--- src/rtl/nco_pkg.sv ---
// Shared types and constants for the NCO phase sequencer and its CORDIC interface.
package nco_pkg;

  typedef enum logic [1:0] {
    IDLE,
    ISSUE,
    WAIT
  } state_e;

  localparam int unsigned ANGLE_W  = 16;
  localparam logic [ANGLE_W-1:0] QUARTER = 16'h4000;
  localparam int unsigned CORDIC_W = 32;

  typedef struct packed {
    logic [ANGLE_W-1:0]         phase;
    logic signed [CORDIC_W-1:0] cos;
    logic signed [CORDIC_W-1:0] sin;
  } entry_t;

endpackage

--- src/rtl/nco_phase_sequencer_if.sv ---
// Valid/ready sample stream carrying {phase, cos, sin} to the downstream DSP path.
interface nco_phase_sequencer_if
  import nco_pkg::*;
#(
  parameter int unsigned DATA_W = 32
) ();

  logic               m_valid;
  logic               m_ready;
  logic [ANGLE_W-1:0] m_phase;
  logic [DATA_W-1:0]  m_cos;
  logic [DATA_W-1:0]  m_sin;

  modport master (output m_valid, m_phase, m_cos, m_sin, input m_ready);
  modport slave  (input m_valid, m_phase, m_cos, m_sin, output m_ready);

endinterface

--- src/rtl/nco_out_fifo.sv ---
// Synchronous first-word-fall-through FIFO with occupancy output.
module nco_out_fifo
  import nco_pkg::*;
#(
  parameter int unsigned WIDTH = 80,
  parameter int unsigned DEPTH = 4
) (
  input  logic                   clk,
  input  logic                   rst_n,
  input  logic                   i_push,
  input  logic [WIDTH-1:0]       i_data,
  input  logic                   i_pop,
  output logic [WIDTH-1:0]       o_data,
  output logic                   o_empty,
  output logic                   o_full,
  output logic [$clog2(DEPTH):0] o_level
);

  localparam int unsigned PTR_W = $clog2(DEPTH);

  logic [WIDTH-1:0] r_mem [DEPTH];
  logic [PTR_W:0]   r_wr;
  logic [PTR_W:0]   r_rd;
  logic             w_do_push;
  logic             w_do_pop;

  assign o_level   = r_wr - r_rd;
  assign o_empty   = (o_level == '0);
  assign o_full    = (o_level == (PTR_W + 1)'(DEPTH));
  assign w_do_pop  = i_pop && !o_empty;
  // A pop frees the head slot in the same cycle, so push-while-full is fine alongside it.
  assign w_do_push = i_push && (!o_full || w_do_pop);
  assign o_data    = r_mem[r_rd[PTR_W-1:0]];

  always_ff @(posedge clk or negedge rst_n) begin
    if (!rst_n) begin
      r_wr <= '0;
      r_rd <= '0;
    end else begin
      if (w_do_push) r_wr <= r_wr + 1'b1;
      if (w_do_pop)  r_rd <= r_rd + 1'b1;
    end
  end

  always_ff @(posedge clk) begin
    if (w_do_push) r_mem[r_wr[PTR_W-1:0]] <= i_data;
  end

  push_while_full_a : assert property (@(posedge clk) disable iff (!rst_n)
    !(i_push && o_full && !i_pop));

endmodule

--- src/rtl/nco_phase_sequencer.sv ---
// Phase accumulator and CORDIC transaction sequencer; results are tagged with
// their angle and queued in an output FIFO.
module nco_phase_sequencer
  import nco_pkg::*;
#(
  parameter int unsigned ACC_W      = 32,
  parameter int unsigned DATA_W     = 32,
  parameter int unsigned FIFO_DEPTH = 4,
  parameter int unsigned TIMEOUT    = 64
) (
  input  logic                        clk,
  input  logic                        rst_n,
  input  logic                        enable,
  input  logic [ACC_W-1:0]            fcw,
  input  logic [ANGLE_W-1:0]          phase_offset,
  input  logic                        load_phase,
  input  logic [ACC_W-1:0]            phase_init,
  output logic                        cordic_start,
  output logic [ANGLE_W-1:0]          cordic_angle,
  input  logic                        cordic_ready,
  input  logic                        cordic_done,
  input  logic [DATA_W-1:0]           cordic_cos,
  input  logic [DATA_W-1:0]           cordic_sin,
  nco_phase_sequencer_if.master       m_if,
  output logic [$clog2(FIFO_DEPTH):0] fifo_level,
  output logic                        busy,
  output logic                        timeout_err
);

  localparam int unsigned WD_W    = $clog2(TIMEOUT + 1);
  localparam int unsigned ENTRY_W = ANGLE_W + 2 * DATA_W;

  state_e             r_state;
  logic [ACC_W-1:0]   r_acc;
  logic [ANGLE_W-1:0] r_angle;
  logic               r_start;
  logic               r_timeout;
  logic [WD_W-1:0]    r_wd;

  logic               w_push;
  logic               w_pop;
  logic               w_empty;
  logic               w_full;
  logic [ENTRY_W-1:0] w_head;

  assign w_push = (r_state == WAIT) && cordic_done;
  assign w_pop  = m_if.m_valid && m_if.m_ready;

  always_ff @(posedge clk or negedge rst_n) begin
    if (!rst_n) begin
      r_state   <= IDLE;
      r_acc     <= '0;
      r_angle   <= '0;
      r_start   <= 1'b0;
      r_timeout <= 1'b0;
      r_wd      <= '0;
    end else begin
      r_start   <= 1'b0;
      r_timeout <= 1'b0;
      // The issued angle was captured on entry to ISSUE, so a load never disturbs it.
      if (load_phase) begin
        r_acc <= phase_init;
      end else if (r_state == ISSUE) begin
        r_acc <= r_acc + fcw;
      end
      case (r_state)
        IDLE: begin
          // Nothing is in flight here, so a free FIFO slot is the whole credit.
          if (enable && cordic_ready && !cordic_done && !w_full) begin
            r_state <= ISSUE;
            r_start <= 1'b1;
            r_angle <= r_acc[ACC_W-1 -: ANGLE_W] + phase_offset;
            r_wd    <= '0;
          end
        end
        ISSUE: begin
          r_state <= WAIT;
          r_wd    <= r_wd + 1'b1;
        end
        WAIT: begin
          if (cordic_done) begin
            r_state <= IDLE;
          end else if (r_wd == WD_W'(TIMEOUT - 1)) begin
            r_state   <= IDLE;
            r_timeout <= 1'b1;
          end else begin
            r_wd <= r_wd + 1'b1;
          end
        end
        default: r_state <= IDLE;
      endcase
    end
  end

  nco_out_fifo #(
    .WIDTH (ENTRY_W),
    .DEPTH (FIFO_DEPTH)
  ) u_fifo (
    .clk     (clk),
    .rst_n   (rst_n),
    .i_push  (w_push),
    .i_data  ({r_angle, cordic_cos, cordic_sin}),
    .i_pop   (w_pop),
    .o_data  (w_head),
    .o_empty (w_empty),
    .o_full  (w_full),
    .o_level (fifo_level)
  );

  assign m_if.m_valid = !w_empty;
  assign m_if.m_phase = w_head[ENTRY_W-1 -: ANGLE_W];
  assign m_if.m_cos   = w_head[2*DATA_W-1 -: DATA_W];
  assign m_if.m_sin   = w_head[DATA_W-1:0];

  assign cordic_start = r_start;
  assign cordic_angle = r_angle;
  assign busy         = (r_state != IDLE);
  assign timeout_err  = r_timeout;

endmodule

--- src/flat_wrapper.sv ---
// flat-port wrapper written by rule: the top's interface ports become plain ports
module nco_phase_sequencer_flat import nco_pkg::*;
#(
  parameter int unsigned ACC_W      = 32,
  parameter int unsigned DATA_W     = 32,
  parameter int unsigned FIFO_DEPTH = 4,
  parameter int unsigned TIMEOUT    = 64
)
  (clk, rst_n, enable, fcw, phase_offset, load_phase, phase_init, cordic_start, cordic_angle, cordic_ready, cordic_done, cordic_cos, cordic_sin, fifo_level, busy, timeout_err, m_if_m_valid, m_if_m_phase, m_if_m_cos, m_if_m_sin, m_if_m_ready);
  nco_phase_sequencer_if #(.DATA_W(DATA_W)) m_if_i ();
  input  logic clk;
  input  logic rst_n;
  input  logic enable;
  input  logic [ACC_W-1:0] fcw;
  input  logic [ANGLE_W-1:0] phase_offset;
  input  logic load_phase;
  input  logic [ACC_W-1:0] phase_init;
  output logic cordic_start;
  output logic [ANGLE_W-1:0] cordic_angle;
  input  logic cordic_ready;
  input  logic cordic_done;
  input  logic [DATA_W-1:0] cordic_cos;
  input  logic [DATA_W-1:0] cordic_sin;
  output logic [$clog2(FIFO_DEPTH):0] fifo_level;
  output logic busy;
  output logic timeout_err;
  output wire logic [$bits(m_if_i.m_valid)-1:0] m_if_m_valid;
  output wire logic [$bits(m_if_i.m_phase)-1:0] m_if_m_phase;
  output wire logic [$bits(m_if_i.m_cos)-1:0] m_if_m_cos;
  output wire logic [$bits(m_if_i.m_sin)-1:0] m_if_m_sin;
  input wire logic [$bits(m_if_i.m_ready)-1:0] m_if_m_ready;
  assign m_if_m_valid = m_if_i.m_valid;
  assign m_if_m_phase = m_if_i.m_phase;
  assign m_if_m_cos = m_if_i.m_cos;
  assign m_if_m_sin = m_if_i.m_sin;
  assign m_if_i.m_ready = m_if_m_ready;
  nco_phase_sequencer #(.ACC_W(ACC_W), .DATA_W(DATA_W), .FIFO_DEPTH(FIFO_DEPTH), .TIMEOUT(TIMEOUT)) u_core (.clk(clk), .rst_n(rst_n), .enable(enable), .fcw(fcw), .phase_offset(phase_offset), .load_phase(load_phase), .phase_init(phase_init), .cordic_start(cordic_start), .cordic_angle(cordic_angle), .cordic_ready(cordic_ready), .cordic_done(cordic_done), .cordic_cos(cordic_cos), .cordic_sin(cordic_sin), .m_if(m_if_i), .fifo_level(fifo_level), .busy(busy), .timeout_err(timeout_err));
endmodule
--- config.mk ---
export PLATFORM = sky130hd
export DESIGN_NAME = nco_phase_sequencer_flat
export DESIGN_NICKNAME = d
export VERILOG_FILES = /design/src/rtl/nco_pkg.sv /design/src/rtl/nco_phase_sequencer_if.sv /design/src/rtl/nco_out_fifo.sv /design/src/rtl/nco_phase_sequencer.sv /design/src/flat_wrapper.sv
export SDC_FILE = /design/constraint.sdc
export NUM_CORES = 1
export LEC_CHECK = 0
export CORE_UTILIZATION = 30
export CTS_BUF_LIST = sky130_fd_sc_hd__clkbuf_4 sky130_fd_sc_hd__clkbuf_8
export CTS_CLUSTER_SIZE = 25
export DETAILED_ROUTE_END_ITERATION = 12
export HOLD_SLACK_MARGIN = 0.06
export PLACE_DENSITY_LB_ADDON = 0.2
export SYNTH_ARGS = -nofsm -noshare
export SYNTH_HDL_FRONTEND = slang
export SYNTH_HIERARCHICAL = 1
export SYNTH_SLANG_ARGS = --single-unit
export TNS_END_PERCENT = 10
--- constraint.sdc ---
create_clock -name clk -period 9.1 [get_ports clk]
set_input_delay 1.365 -clock clk [delete_from_list [all_inputs] [get_ports clk]]
set_output_delay 1.365 -clock clk [all_outputs]
set_load 0.005 [all_outputs]
==> results.py, run 1 <==
metrics = {
    "outcome": {
        "outcome": "finished, final reports clean",
    },
    "drt": {
        "vias_per_cell": 4.677,
        "drt_pass1_iterations": 6,
        "totalWireLength_um": 40120,
        "drc_errors": 0,
        "drtAntennaViolNets": 0,
        "wirelength_per_cell_um": 18.86,
        "detailedRoute.firstIterationViolations": 466,
        "detailroute.via_count": 9948,
    },
    "cells_and_area": {
        "layout.area.seq_mm2": 0.01124,
        "mostFrequentLayoutCells": "sky130_fd_sc_hd__edfxtp_1 (320), sky130_fd_sc_hd__clkdlybuf4s50_1 (251), sky130_fd_sc_hd__mux4_2 (80), sky130_fd_sc_hd__clkbuf_8 (76), sky130_fd_sc_hd__nand2_1 (75)",
        "drive_above_1_share_pct": 16.27,
        "final_cell_area_mm2": 0.02160,
        "area_delta_synth_final_pct": 29.21,
        "layout.filler_cells": 5222,
        "multiInputGateArea_mm2": 0.005264,
        "most_common_library_cell_in_the_layout_ignoring_fill_and_taps": "sky130_fd_sc_hd__edfxtp_1",
        "nets": 1532,
    },
    "sta": {
        "relSlewSlack_pct": 30.88,
        "post-route-period-util_pct": 55.19,
        "max_clock_freq_mhz": 199.1,
        "report.final.slew_viol_count": 0,
        "max_slew.worst_pin.slew_ns": 1.037,
        "grt_setup_unrepaired": "no",
        "setup_viol_count_final": 0,
        "min_period_ns": 5.022,
        "hold_viol": 0,
        "fin_tns_setup_ns": 0,
        "final.setup_skew_ns": 0.01874,
    },
    "yosys": {
        "synth-edff-count": 320,
        "ys.warnings.count": 6,
        "avgSynthCellArea_um2": 16.42,
        "synth_seq_cells": 385,
        "synthesis.nets": 1229,
        "postSynthCellCount": 1018,
        "yosys-top-cells-area": "sky130_fd_sc_hd__edfxtp_1 (57%), sky130_fd_sc_hd__mux4_2 (11%), sky130_fd_sc_hd__dfrtp_1 (9.7%), sky130_fd_sc_hd__ha_1 (4.3%), sky130_fd_sc_hd__nand2_1 (1.7%)",
        "postSynth.asyncResetShare_pct": 16.88,
        "synth_top_cell_by_area": "sky130_fd_sc_hd__edfxtp_1",
        "synth-main-ff-cell": "sky130_fd_sc_hd__edfxtp_1",
        "synth_area_mm2": 0.01671,
        "yosys.area.top_type_share_pct": 57.49,
        "synth.yosys.seq_area_share_pct": 67.22,
        "synthDistinctLibCells": 61,
    },
    "place": {
        "buffer_ports.inserted": 253,
        "place_hpwl_um": 25030,
        "placement.cell_area_mm2": 0.02014,
        "place.gp.congestion": 0.8030,
    },
    "floorplanning": {
        "ioPinCount": 254,
        "chipHeight_um": 238.0,
        "initial_util_pct": 30.34,
        "die_area_mm2": 0.05666,
        "rows": 86,
        "core_region_area_mm2": 0.05509,
        "die_w_um": 238.0,
    },
    "global_routing": {
        "overflow": 0,
        "number_of_antenna_violations_at_the_first_check_in_global_routing": 7,
        "grt_first_pass_wirelength_um": 61220,
        "grt_pass1_vias": 10550,
        "grt_start_max_net_pins": 54,
        "global_route.usage.total_pct": 14.24,
    },
    "power": {
        "p_int_uw": 4221,
        "power.static_leakage_uw": 0.007621,
        "p_seq_share_pct": 38.2,
        "clock_power_share_pct": 27.4,
        "p_per_area_mw_per_mm2": 285.0,
        "power.share.combinational_pct": 34.5,
        "power.switching_uw": 1934,
        "switching_share_pct": 31.42,
        "irDropWorstVdd_v": 0.0001124,
    },
    "cts": {
        "root_driver": "sky130_fd_sc_hd__clkbuf_8",
        "clock_tree_buf_depth": 3,
        "post-cts-setup-buffers": 0,
        "tritoncts": "yes",
        "cts-buffers-inserted": 73,
        "clkLatencyLatePin_ns": 0.64,
        "cts_num_sinks": 385,
        "cts_resized": 0,
        "cts_stage_hold_buffer_count": 0,
        "cts_max_level": 3,
        "cts.clk_slew.worst_paths_ns": 0.05,
    },
    "setup_path": {
        "arrival_ns": 3.66,
        "critPathMaxStageDelay_ns": 1.01,
        "path_buf_inv": 2,
        "setup.worst_path.end_class": "output port",
        "critical_path.slowest_cell": "sky130_fd_sc_hd__dfrtp_4",
        "critical_path.max_fanout": 43,
        "cp-start-kind": "flip-flop",
        "timing_worst_setup_path_type": "flip-flop to output port",
        "path_delay_family": "buffers and inverters",
        "worst-endpoint-required_ns": 7.74,
        "series_of_cell_instances_along_the_critical_path": "buf_4 -> mux4_2 -> clkdlybuf4s50_1",
    },
    "flow_run": {
        "drv_cap": 0,
    },
    "hold_path": {
        "worstHoldPathType": "flip-flop to flip-flop",
    },
}
## area by class of cell
cell class	instances	share of cell area [%]
Sequential cell	385	52.06
Clock buffer	94	5.469
Tap cell	748	4.333
Timing Repair Buffer	263	12.04
Multi-Input combinational cell	573	24.37
Antenna cell	2	0.02317
Clock inverter	37	1.269
Inverter	25	0.4345
## power by group through the flow
| stage | Sequential, uW | Combinational [uW] | Clock [uW] |
|---|---|---|---|
| after floorplan | 2260 | 1300 | 0 |
| after global placement | 2390 | 2150 | 0 |
| after detailed placement | 2400 | 2160 | 0 |
| after CTS | 2370 | 2170 | 1770 |
| after global routing | 2390 | 2320 | 1830 |
| final | 2350 | 2120 | 1680 |
## routing by layer
metal | vias to the layer above | global-route usage (%) | wire (um)
li1 | 4648 | - | -
met2 | 259 | 23.06 | 19100
met1 | 4944 | 17.24 | 16870
met4 | 14 | 4.856 | 860
met3 | 83 | 5.622 | 3195
met5 | - | 0 | 91
## cell usage after synthesis (all sizes together) (12+ instances only)
library cell / number
edfxtp: 320
nor2: 30
xor2: 15
nand3: 14
a21oi: 47
a211oi: 12
nand2: 75
ha: 57
o21ai: 56
inv: 25
a21o: 23
clkbuf: 25
xnor2: 25
mux4: 80
nor3: 13
dfrtp: 65
mux2i: 15
## worst paths after layout
check | from | endpoint | slack [ns] | depth (start not counted)
setup / recovery | u_core/u_fifo/r_rd[0]$_DFFE_PN0P_ | m_if_m_phase[9] | 4.08 | 3
hold / removal | u_core/r_wd[1]$_DFFE_PN0P_ | u_core/r_wd[1]$_DFFE_PN0P_ | 0.52 | 2
setup reg to reg | u_core/u_fifo/r_rd[0]$_DFFE_PN0P_ | u_core/u_fifo/r_mem[1][33]$_DFFE_PP_ | 4.47 | 9
hold reg to reg | u_core/r_wd[1]$_DFFE_PN0P_ | u_core/r_wd[1]$_DFFE_PN0P_ | 0.52 | 2
max in group asynchronous | rst_n | u_core/u_fifo/r_rd[0]$_DFFE_PN0P_ | 7.44 | 2
min in group asynchronous | rst_n | u_core/r_acc[12]$_DFFE_PN0P_ | 0.56 | 1
## cell families (layout without fill, tap and decap cells)
group,after synthesis,after routing,share of synthesized area (%)
xor+xnor,41,41,2.246
other cells,0,2,0
mux,98,98,11.92
compound gates,188,188,7.269
fa+ha+maj,60,60,4.626
flops,385,385,67.22
buf+inv,60,419,1.415
simple gates,186,186,5.300
## flip-flops by register name, indices dropped and copies added (netlist names)
name                 flops
u_core/cordic_angle     16
u_core/cordic_start      1
u_core/r_acc            32
u_core/r_state           2
u_core/r_wd              7
u_core/timeout_err       1
u_core/u_fifo/r_mem    320
u_core/u_fifo/r_rd       3
u_core/u_fifo/r_wr       3
## metrics by stage
stage	util, %	power [uW]	hold WS (ns)	std cells	worst slack [ns]
floorplan	-	3556	0.4749	1018	2.724
global route	39.19	6537	0.5210	2125	3.708
CTS	39.19	6299	0.4916	2125	3.811
global placement	36.55	4547	0.4935	1994	3.935
finish	39.20	6155	0.5183	2127	4.078
detailed placement	36.55	4558	0.5054	1994	3.924
## worst min-delay path: stages, from the launching register on
cell and delay [ns]:
sky130_fd_sc_hd__dfrtp_1 0.36, sky130_fd_sc_hd__nand2_1 0.05, sky130_fd_sc_hd__o21ai_0 0.07
(Power assumes the default switching activity.)
==> run 2, diff against run 1 <==
==> constraint.sdc (replaced) <==
create_clock -name clk -period 4.19 [get_ports clk]
set_input_delay 0.6285 -clock clk [delete_from_list [all_inputs] [get_ports clk]]
set_output_delay 0.6285 -clock clk [all_outputs]
set_load 0.005 [all_outputs]
==> run 2 against run 1 <==
Register-to-register slack got worse by 3.9 ns. Setup slack worse by 3.7 ns. Critical endpoint is now m_if_m_phase[14]. Clock skew up 0.0073 ns. Design area increased by 0.62%. Sequential power up 110%.
==> results.py, run 2 (synthesis results as in run 1) <==
metrics = {
    "drt": {
        "wirelength_per_cell_um": 18.91,
        "vias_per_cell": 4.632,
        "drc_errors": 0,
        "drt_pass1_iterations": 6,
        "drtAntennaViolNets": 0,
        "totalWireLength_um": 40330,
        "detailedRoute.firstIterationViolations": 495,
        "detailroute.via_count": 9880,
    },
    "cts": {
        "tritoncts": "yes",
        "root_driver": "sky130_fd_sc_hd__clkbuf_8",
        "cts-buffers-inserted": 72,
        "cts_max_level": 3,
        "clock_tree_buf_depth": 3,
        "cts.clk_slew.worst_paths_ns": 0.05,
        "cts_num_sinks": 385,
        "clkLatencyLatePin_ns": 0.62,
    },
    "setup_path": {
        "cp-start-kind": "flip-flop",
        "arrival_ns": 3.20,
        "timing.rr.start": "u_core/r_acc[0]$_DFFE_PN0P_",
        "regToRegSetupSlack_ns": 0.60,
        "critical_path.max_fanout": 36,
        "r2r-end": "u_core/r_acc[30]$_DFFE_PN0P_",
        "rr_worst_depth": 12,
        "worst-endpoint-required_ns": 3.56,
        "setup.worst_path.end_class": "output port",
        "endpoint": "m_if_m_phase[14]",
        "timing_worst_setup_path_type": "flip-flop to output port",
        "startpoint": "u_core/u_fifo/r_rd[1]$_DFFE_PN0P_",
    },
    "global_routing": {
        "number_of_antenna_violations_at_the_first_check_in_global_routing": 7,
        "global_route.usage.total_pct": 14.36,
        "grt_first_pass_wirelength_um": 61400,
        "grt_start_max_net_pins": 83,
        "grt_pass1_vias": 10560,
        "overflow": 0,
    },
    "sta": {
        "final.setup_skew_ns": 0.02601,
        "max_slew.worst_pin.slew_ns": 0.8964,
        "relSlewSlack_pct": 40.24,
        "hold_viol": 0,
        "max_clock_freq_mhz": 260.9,
        "post-route-period-util_pct": 91.49,
        "min_period_ns": 3.833,
        "setup_viol_count_final": 0,
        "grt_setup_unrepaired": "no",
        "report.final.slew_viol_count": 0,
    },
    "cells_and_area": {
        "drive_above_1_share_pct": 17.11,
        "instances_no_fill": 2133,
        "nets": 1543,
        "finish.utilization_pct": 39.44,
        "mostFrequentLayoutCells": "sky130_fd_sc_hd__edfxtp_1 (320), sky130_fd_sc_hd__clkdlybuf4s50_1 (251), sky130_fd_sc_hd__mux4_2 (80), sky130_fd_sc_hd__clkbuf_8 (75), sky130_fd_sc_hd__nand2_1 (75)",
        "most_common_library_cell_in_the_layout_ignoring_fill_and_taps": "sky130_fd_sc_hd__edfxtp_1",
        "antennaDiodeCount": 0,
        "area_delta_synth_final_pct": 30.01,
        "largest_register_ffs": 320,
    },
    "power": {
        "p_int_uw": 9166,
        "switching_share_pct": 30.99,
        "p_per_area_mw_per_mm2": 611.2,
        "irDropWorstVdd_v": 0.0003624,
        "power.static_leakage_uw": 0.007691,
        "power.switching_uw": 4116,
        "power.share.combinational_pct": 36.4,
        "clock_power_share_pct": 26.4,
        "p_seq_share_pct": 37.2,
    },
    "floorplanning": {
        "ioPinCount": 254,
        "rows": 86,
        "die_w_um": 238.0,
        "core_region_area_mm2": 0.05509,
        "initial_util_pct": 30.34,
        "die_area_mm2": 0.05666,
        "chipHeight_um": 238.0,
    },
    "outcome": {
        "outcome": "finished, final reports clean",
    },
    "place": {
        "place.gp.congestion": 0.7868,
        "placedCellCount": 2006,
        "buffer_ports.inserted": 253,
        "place_hpwl_um": 25950,
    },
    "hold_path": {
        "worstHoldPathType": "input port to asynchronous set/reset pin",
    },
    "flow_run": {
        "drv_cap": 0,
    },
}
[run 2: changes by cell type in the layout (fill, tap and decap cells not counted), sizes merged]
cell	previous run	this run
diode	2	0
clkbuf	94	99
bufinv	2	1
inv	28	29
clkinv	30	22
clkinvlp	2	1
buf	12	24
[run 2: area by class of cell]
cell class / count / area [um2]
inverters: 25 / 93.84
repair buffers: 275 / 2816
fillers: 5198 / 33360
well taps: 748 / 935.9
clock inverters: 28 / 165.2
clock buffers: 99 / 1212
multi-input cells: 573 / 5264
flip-flops and latches: 385 / 11240
[run 2: power by group through the flow]
stage               Sequential [uW]  Combinational (uW)  Clock [uW]
floorplan                      4900                2830           0
finish                         4940                4840        3500
global route                   5000                5320        3840
global placement               5010                4930           0
CTS                            4950                4960        3660
detailed placement             5030                4940           0
[run 2: worst min-delay path by stage]
stage	slack [ns]	startpoint	cells past startpoint	end
after floorplan	0.33	rst_n	0	u_core/cordic_angle[0]$_DFFE_PN0P_
after global placement	0.50	u_core/r_wd[1]$_DFFE_PN0P_	2	u_core/r_wd[1]$_DFFE_PN0P_
after detailed placement	0.51	u_core/r_wd[1]$_DFFE_PN0P_	2	u_core/r_wd[1]$_DFFE_PN0P_
after CTS	0.11	rst_n	1	u_core/cordic_angle[13]$_DFFE_PN0P_
after global routing	0.17	rst_n	1	u_core/cordic_angle[13]$_DFFE_PN0P_
final	0.14	rst_n	1	u_core/r_acc[9]$_DFFE_PN0P_
[run 2: through the flow]
step / setup WS [ns] / hold slack, ns / area [um2] / TNS (ns) / total power, uW
3_5_place_dp: -0.06385 / 0.5092 / 20350 / -0.06385 / 9970
4_1_cts: 0.05020 / 0.1134 / 21730 / 0 / 13580
2_1_floorplan: -0.3504 / 0.3329 / 16730 / -84.09 / 7732
3_3_place_gp: -0.07903 / 0.4952 / 20350 / -0.07903 / 9933
5_1_grt: 0.1642 / 0.1731 / 21730 / 0 / 14160
6_report: 0.3566 / 0.1352 / 21730 / 0 / 13280
[run 2: layer usage]
metal	part of all wire, %	vias to the layer above	global-route usage [%]	routed length (um)
met5	0.23	-	0	92
met1	42	4878	17.36	16970
met4	1.6	14	4.817	650
met3	8.1	60	5.275	3256
met2	48	262	23.62	19370
li1	-	4666	-	-
[run 2: critical path, stage by stage (launching register included)]
cell and delay, ns:
sky130_fd_sc_hd__dfrtp_4 0.60, sky130_fd_sc_hd__buf_4 0.52, sky130_fd_sc_hd__buf_6 0.46, sky130_fd_sc_hd__mux4_2 0.38, sky130_fd_sc_hd__clkdlybuf4s50_1 0.58
[run 2: timing repair]
item	4_1_cts	5_1_grt
gates resized for setup	0	1
setup buffers	0	0
hold buffers	0	0
endpoints found under the setup margin	0	2
hold endpoints to repair	0	0
==> patch 1, RTL diff (config.mk and constraints of run 2) <==
Re-encode `state_e` (3 states) as one-hot, 3 bits wide.
--- a/src/rtl/nco_pkg.sv
+++ b/src/rtl/nco_pkg.sv
@@ -2,8 +2,8 @@
 package nco_pkg;
 
-  typedef enum logic [1:0] {
-    IDLE,
-    ISSUE,
-    WAIT
+  typedef enum logic [2:0] {
+    IDLE  = 3'b001,
+    ISSUE = 3'b010,
+    WAIT  = 3'b100
   } state_e;
 
Behaviour: same outputs for any inputs over 4 cycles, from zero or initial values and one cycle with rst_n low; so few cycles prove little.
==> patch 1 against run 2 <==
  * Synthesized area is 0.58% higher
  * Total power is 12% lower
  * Sequential cell count is 1 higher
  * Worst setup slack worse by 0.043 ns
  * Non-clock buffer count is 4 higher
  * Global-route usage is 0.16 points higher
  * Wire length is 2.3% higher
  * Design area is 0.74% higher
==> patch 1: results (changes against run 2) <==
stage,metric,value,unit,change
global_routing,initial antenna violation count,8,,+1
setup_path,crit path max-delay cell type,buf_4,,
timing,Worst Skew,0.0304,ns,+0.00434 ns
placement,dpl ws,0.285,ns,+0.349 ns
logic_synthesis,register area share after synthesis,67.0,%,-0.23 points
placement,gpl congestion,0.817,,+3.8%
setup_path,worst r2r dst,u_core/u_fifo/r_mem[2][8],,
final_layout,post-layout util,39.7,%,+0.22 points
global_routing,number of global-route vias before repair,10445,,-1.1%
status,status,completed,,
logic_synthesis,Synth cell types,69,,+13%
setup_path,worst-path fanout max,41,,+14%
global_routing,M1 GR Usage,17.9,%,+0.57 points
final_layout,layout net count,1556,,+0.84%
logic_synthesis,mux cell area share after synthesis,11.6,%,-0.36 points
global_routing,M3 GR Usage,5.08,%,-0.19 points
clocking,CTS buffer count,71,,-1.4%
setup_path,CP max stage delay,0.66,ns,+0.06 ns
final_layout,share of cells above drive strength 1,17.9,%,+0.79 points
logic_synthesis,Synth Area in Adders,4.30,%,-0.32 points
setup_path,Setup crit end,m_if_m_phase[3],,
logic_synthesis,xor/xnor cell area share of the yosys netlist,2.44,%,+0.20 points
logic_synthesis,fraction of registers with async set or reset after synthesis,17.1,%,+0.22 points
global_routing,global-route wire length before repair,61800,microns,+0.63%
global_routing,grt met2 use,23.3,%,-0.30 points
final_layout,Layout fillers,5144,,-1.0%
logic_synthesis,post-synthesis compound-gate area fraction,7.44,%,+0.17 points
timing,Final WS setup,0.314,ns,-0.0431 ns
route,Post-Route WL,41300,microns,+2.3%
setup_path,Worst Reg2Reg Path Length in Cells,10,,-2
route,Vias/cell,4.70,,+1.4%
route,DRC marker count from the first detailed-route iteration,481,,-2.8%
setup_path,crit path DAT,3.25,ns,+0.05 ns
route,met3 wire length,3300,microns,+1.2%
-- patch 1: final cells by class --
type / count / area share [%]
multi-input combinational: 595 / 24.3
antenna: 1 / 0.0114
tap: 748 / 4.28
inverter: 16 / 0.274
timing repair buffer: 279 / 13.1
clock buffer: 100 / 5.57
sequential: 386 / 51.5
clock inverter: 26 / 0.989
-- patch 1: metrics by stage --
step | TNS (ns) | cells | hold slack [ns]
global placement | 0 | 2023 | 0.485
global route | 0 | 2151 | 0.501
floorplan | -84.10 | 1042 | 0.333
finish | 0 | 2151 | 0.507
detailed placement | 0 | 2023 | 0.487
CTS | 0 | 2150 | 0.450
-- patch 1: what timing repair did --
action / 4_1_cts / 5_1_grt
hold buffers: 1 / 0
buffers inserted: 0 / 0
hold endpoints to repair: 20 / 0
-- patch 1: power by group --
group          switching, mW  internal [mW]
sequential             0.205           4.39
combinational           1.50           2.00
clock                   1.60           2.02
total                   3.31           8.42
-- patch 1: logic make-up (layout without fill, tap and decap cells) --
logic type,Yosys count,count (layout)
other,0,1
DFF,386,386
buffers and inverters,61,421
and+or+nand+nor,206,206
muxes,93,93
AOI/OAI and AO/OA,195,195
adders and majority gates,56,56
xor gates and xnor gates,45,45
-- patch 1: how the worst min path moves through the flow --
stage	start	end	slack, ns	cells past startpoint
floorplan	rst_n	u_core/cordic_angle[0]	0.33	0
global placement	u_core/r_wd[6]	u_core/r_wd[6]	0.48	1
detailed placement	u_core/r_wd[6]	u_core/r_wd[6]	0.49	1
CTS	load_phase	u_core/r_acc[25]	0.45	2
global route	phase_init[4]	u_core/r_acc[4]	0.50	3
finish	rst_n	u_core/r_acc[11]	0.51	2
-- patch 1: critical path: cells and delay by family, from the launching register on --
kind                   cells  cell delay, ns
buffers and inverters      3            1.71
DFF                        1            0.50
muxes                      1            0.40
==> patch 2, RTL diff (flow settings as in run 2) <==
Without the edit above. `FIFO_DEPTH` is set to 4 in 2 places; all go to 2.
--- a/src/rtl/nco_phase_sequencer.sv
+++ b/src/rtl/nco_phase_sequencer.sv
@@ -6,5 +6,5 @@
   parameter int unsigned ACC_W      = 32,
   parameter int unsigned DATA_W     = 32,
-  parameter int unsigned FIFO_DEPTH = 4,
+  parameter int unsigned FIFO_DEPTH = 2,
   parameter int unsigned TIMEOUT    = 64
 ) (
--- a/src/flat_wrapper.sv
+++ b/src/flat_wrapper.sv
@@ -4,5 +4,5 @@
   parameter int unsigned ACC_W      = 32,
   parameter int unsigned DATA_W     = 32,
-  parameter int unsigned FIFO_DEPTH = 4,
+  parameter int unsigned FIFO_DEPTH = 2,
   parameter int unsigned TIMEOUT    = 64
 )
Ports: changed (resized fifo_level); port bits go from 254 to 253. No check against the original RTL was run, so the function may have changed too.
==> patch 2 against run 2 <==
  * Sequential cell count is 162 lower
  * Design area is 33% lower
  * Sequential power is 38% lower
  * Via count is 24% lower
  * Global-route usage is 0.67 points higher
  * Total power is 37% lower
  * Synthesized area is 35% lower
  * Cell count is 25% lower
  * Register-to-register slack better by 0.43 ns
  * Worst setup slack better by 0.23 ns
  * Wire length is 31% lower
  * Critical endpoint is now m_if_m_phase[7]
==> patch 2: results (changes against run 2) <==
stage,metric,value,unit,change
clocking,CTS buffer count,42,,-42%
setup_path,worst-path fanout max,48,,+33%
global_routing,largest net degree at the start of global routing,49,,-41%
placement,dpl ws,0.534,ns,+0.598 ns
placement,Inst Count DP,1520,,-24%
logic_synthesis,cell count after synthesis,822,,-19%
final_layout,Layout fillers,3416,,-34%
status,status,completed,,
logic_synthesis,Synth cell types,72,,+18%
setup_path,worst reg2reg setup slack,1.03,ns,+0.43 ns
logic_synthesis,"EDFF count, synth",160,,-50%
power,VDD IR max,252,uV,-31%
final_layout,Largest register FFs,160,,-50%
timing,Tmin final,3.61,ns,-0.227 ns
setup_path,worst r2r dst,u_core/u_fifo/r_mem[0][4],,
global_routing,GRT Total Usage,15.0,%,+0.67 points
worst_hold_path,Hold Path Sink,u_core/u_fifo/r_mem[0][74],,
logic_synthesis,register area share after synthesis,59.1,%,-8.1 points
clocking,Post-CTS Setup Inserts,0,,unchanged
setup_path,Setup crit end,m_if_m_phase[7],,
worst_hold_path,Tightest Hold Check Type,flop to flop,,
final_layout,layout net count,1309,,-15%
clocking,clock-pin transition on the worst setup and hold timing paths,0.06,ns,
route,DR pass1 iterations,6,,unchanged
clocking,worst skew pair latency,0.59,ns,-0.03 ns
global_routing,initial antenna violation count,2,,-5
placement,DP Area,13900,sq um,-32%
route,DRC marker count from the first detailed-route iteration,318,,-36%
setup_path,"delay-heaviest family, CP",buffers and inverters,,
clocking,htree depth,2,,-1
route,average wire per standard cell,17.5,microns,-7.4%
route,Post-Route WL,27900,microns,-31%
setup_path,crit path DAT,2.98,ns,-0.22 ns
placement,DP HPWL,20200,microns,-22%
power,PwrDens,567,nW/um^2,-7.2%
final_layout,share of cells above drive strength 1,15.7,%,-1.4 points
power,Lkg Pwr,5.53,nW,-28%
global_routing,global-route wire length before repair,42200,microns,-31%
logic_synthesis,share of the synthesized area in the top cell type,44.5,%,-13 points
logic_synthesis,Commonest cells post-synth,"edfxtp_1 (160), mux2_2 (80), nand2_1 (77)",,
global_routing,number of global-route vias before repair,7655,,-27%
route,Vias/cell,4.73,,+2.2%
setup_path,Worst Setup SP,u_core/u_fifo/r_rd[0],,
timing,WHS,0.493,ns,+0.358 ns
setup_path,Worst Reg2Reg Path Length in Cells,7,,-5
logic_synthesis,syn_nets,1027,,-16%
setup_path,CP max stage delay,0.76,ns,+0.16 ns
timing,Worst Skew,0.0411,ns,+0.0151 ns
logic_synthesis,fraction of registers with async set or reset after synthesis,28.3,%,+11 points
logic_synthesis,ranking of synthesized cells by area,"edfxtp_1 (44%), dfrtp_1 (15%), mux2_2 (8.3%)",,
placement,gpl congestion,0.829,,+5.4%
timing,Slew Limit Headroom,39.0,%,-1.2 points
placement,# port buffers,252,,-0.40%
patch 2: changes by cell type after synthesis, sizes merged, moves of 6 or more:
cell | before | now
edfxtp | 320 | 160
mux4 | 80 | 0
mux2 | 3 | 81
o21ai | 56 | 76
clkbuf | 25 | 14
nor3 | 13 | 5
a211oi | 12 | 5
inv | 25 | 18
xnor2 | 25 | 31
patch 2: kinds of logic (layout without fill, tap and decap cells):
| kind of cell | count (synthesis) | after routing | share of synthesized area, % |
|---|---|---|---|
| xor+xnor | 44 | 44 | 3.64 |
| compound gates | 198 | 198 | 12.1 |
| other cells | 0 | 1 | 0 |
| buf+inv | 43 | 355 | 1.77 |
| mux | 98 | 98 | 10.0 |
| fa+ha+maj | 54 | 54 | 6.39 |
| simple gates | 162 | 162 | 7.00 |
| flops | 223 | 223 | 59.1 |
patch 2: layer usage:
| metal | global-route usage (%) | part of all wire (%) | vias to the layer above |
|---|---|---|---|
| li1 | - | - | 3650 |
| met1 | 18.7 | 43 | 3605 |
| met2 | 24.6 | 47 | 252 |
| met3 | 4.22 | 7.5 | 44 |
| met4 | 5.74 | 2.2 | 2 |
| met5 | 0 | 0.050 | - |
patch 2: area by class of cell:
class / count / share of cell area, %
antenna: 1 / 0.0171
clock buffer: 53 / 4.51
clock inverter: 21 / 0.726
inverter: 18 / 0.461
multi-input combinational: 556 / 29.0
sequential: 223 / 43.6
tap: 461 / 3.94
timing repair buffer: 263 / 17.8
patch 2: what timing repair did:
action | 4_1_cts | 5_1_grt
endpoints found under the setup margin | 0 | 0
hold buffers | 1 | 0
endpoints found under the hold margin | 19 | 0
patch 2: where the power goes:
part           switching, mW  internal (mW)
Combinational           1.54           1.77
Clock                  0.915           1.04
Sequential             0.291           2.76
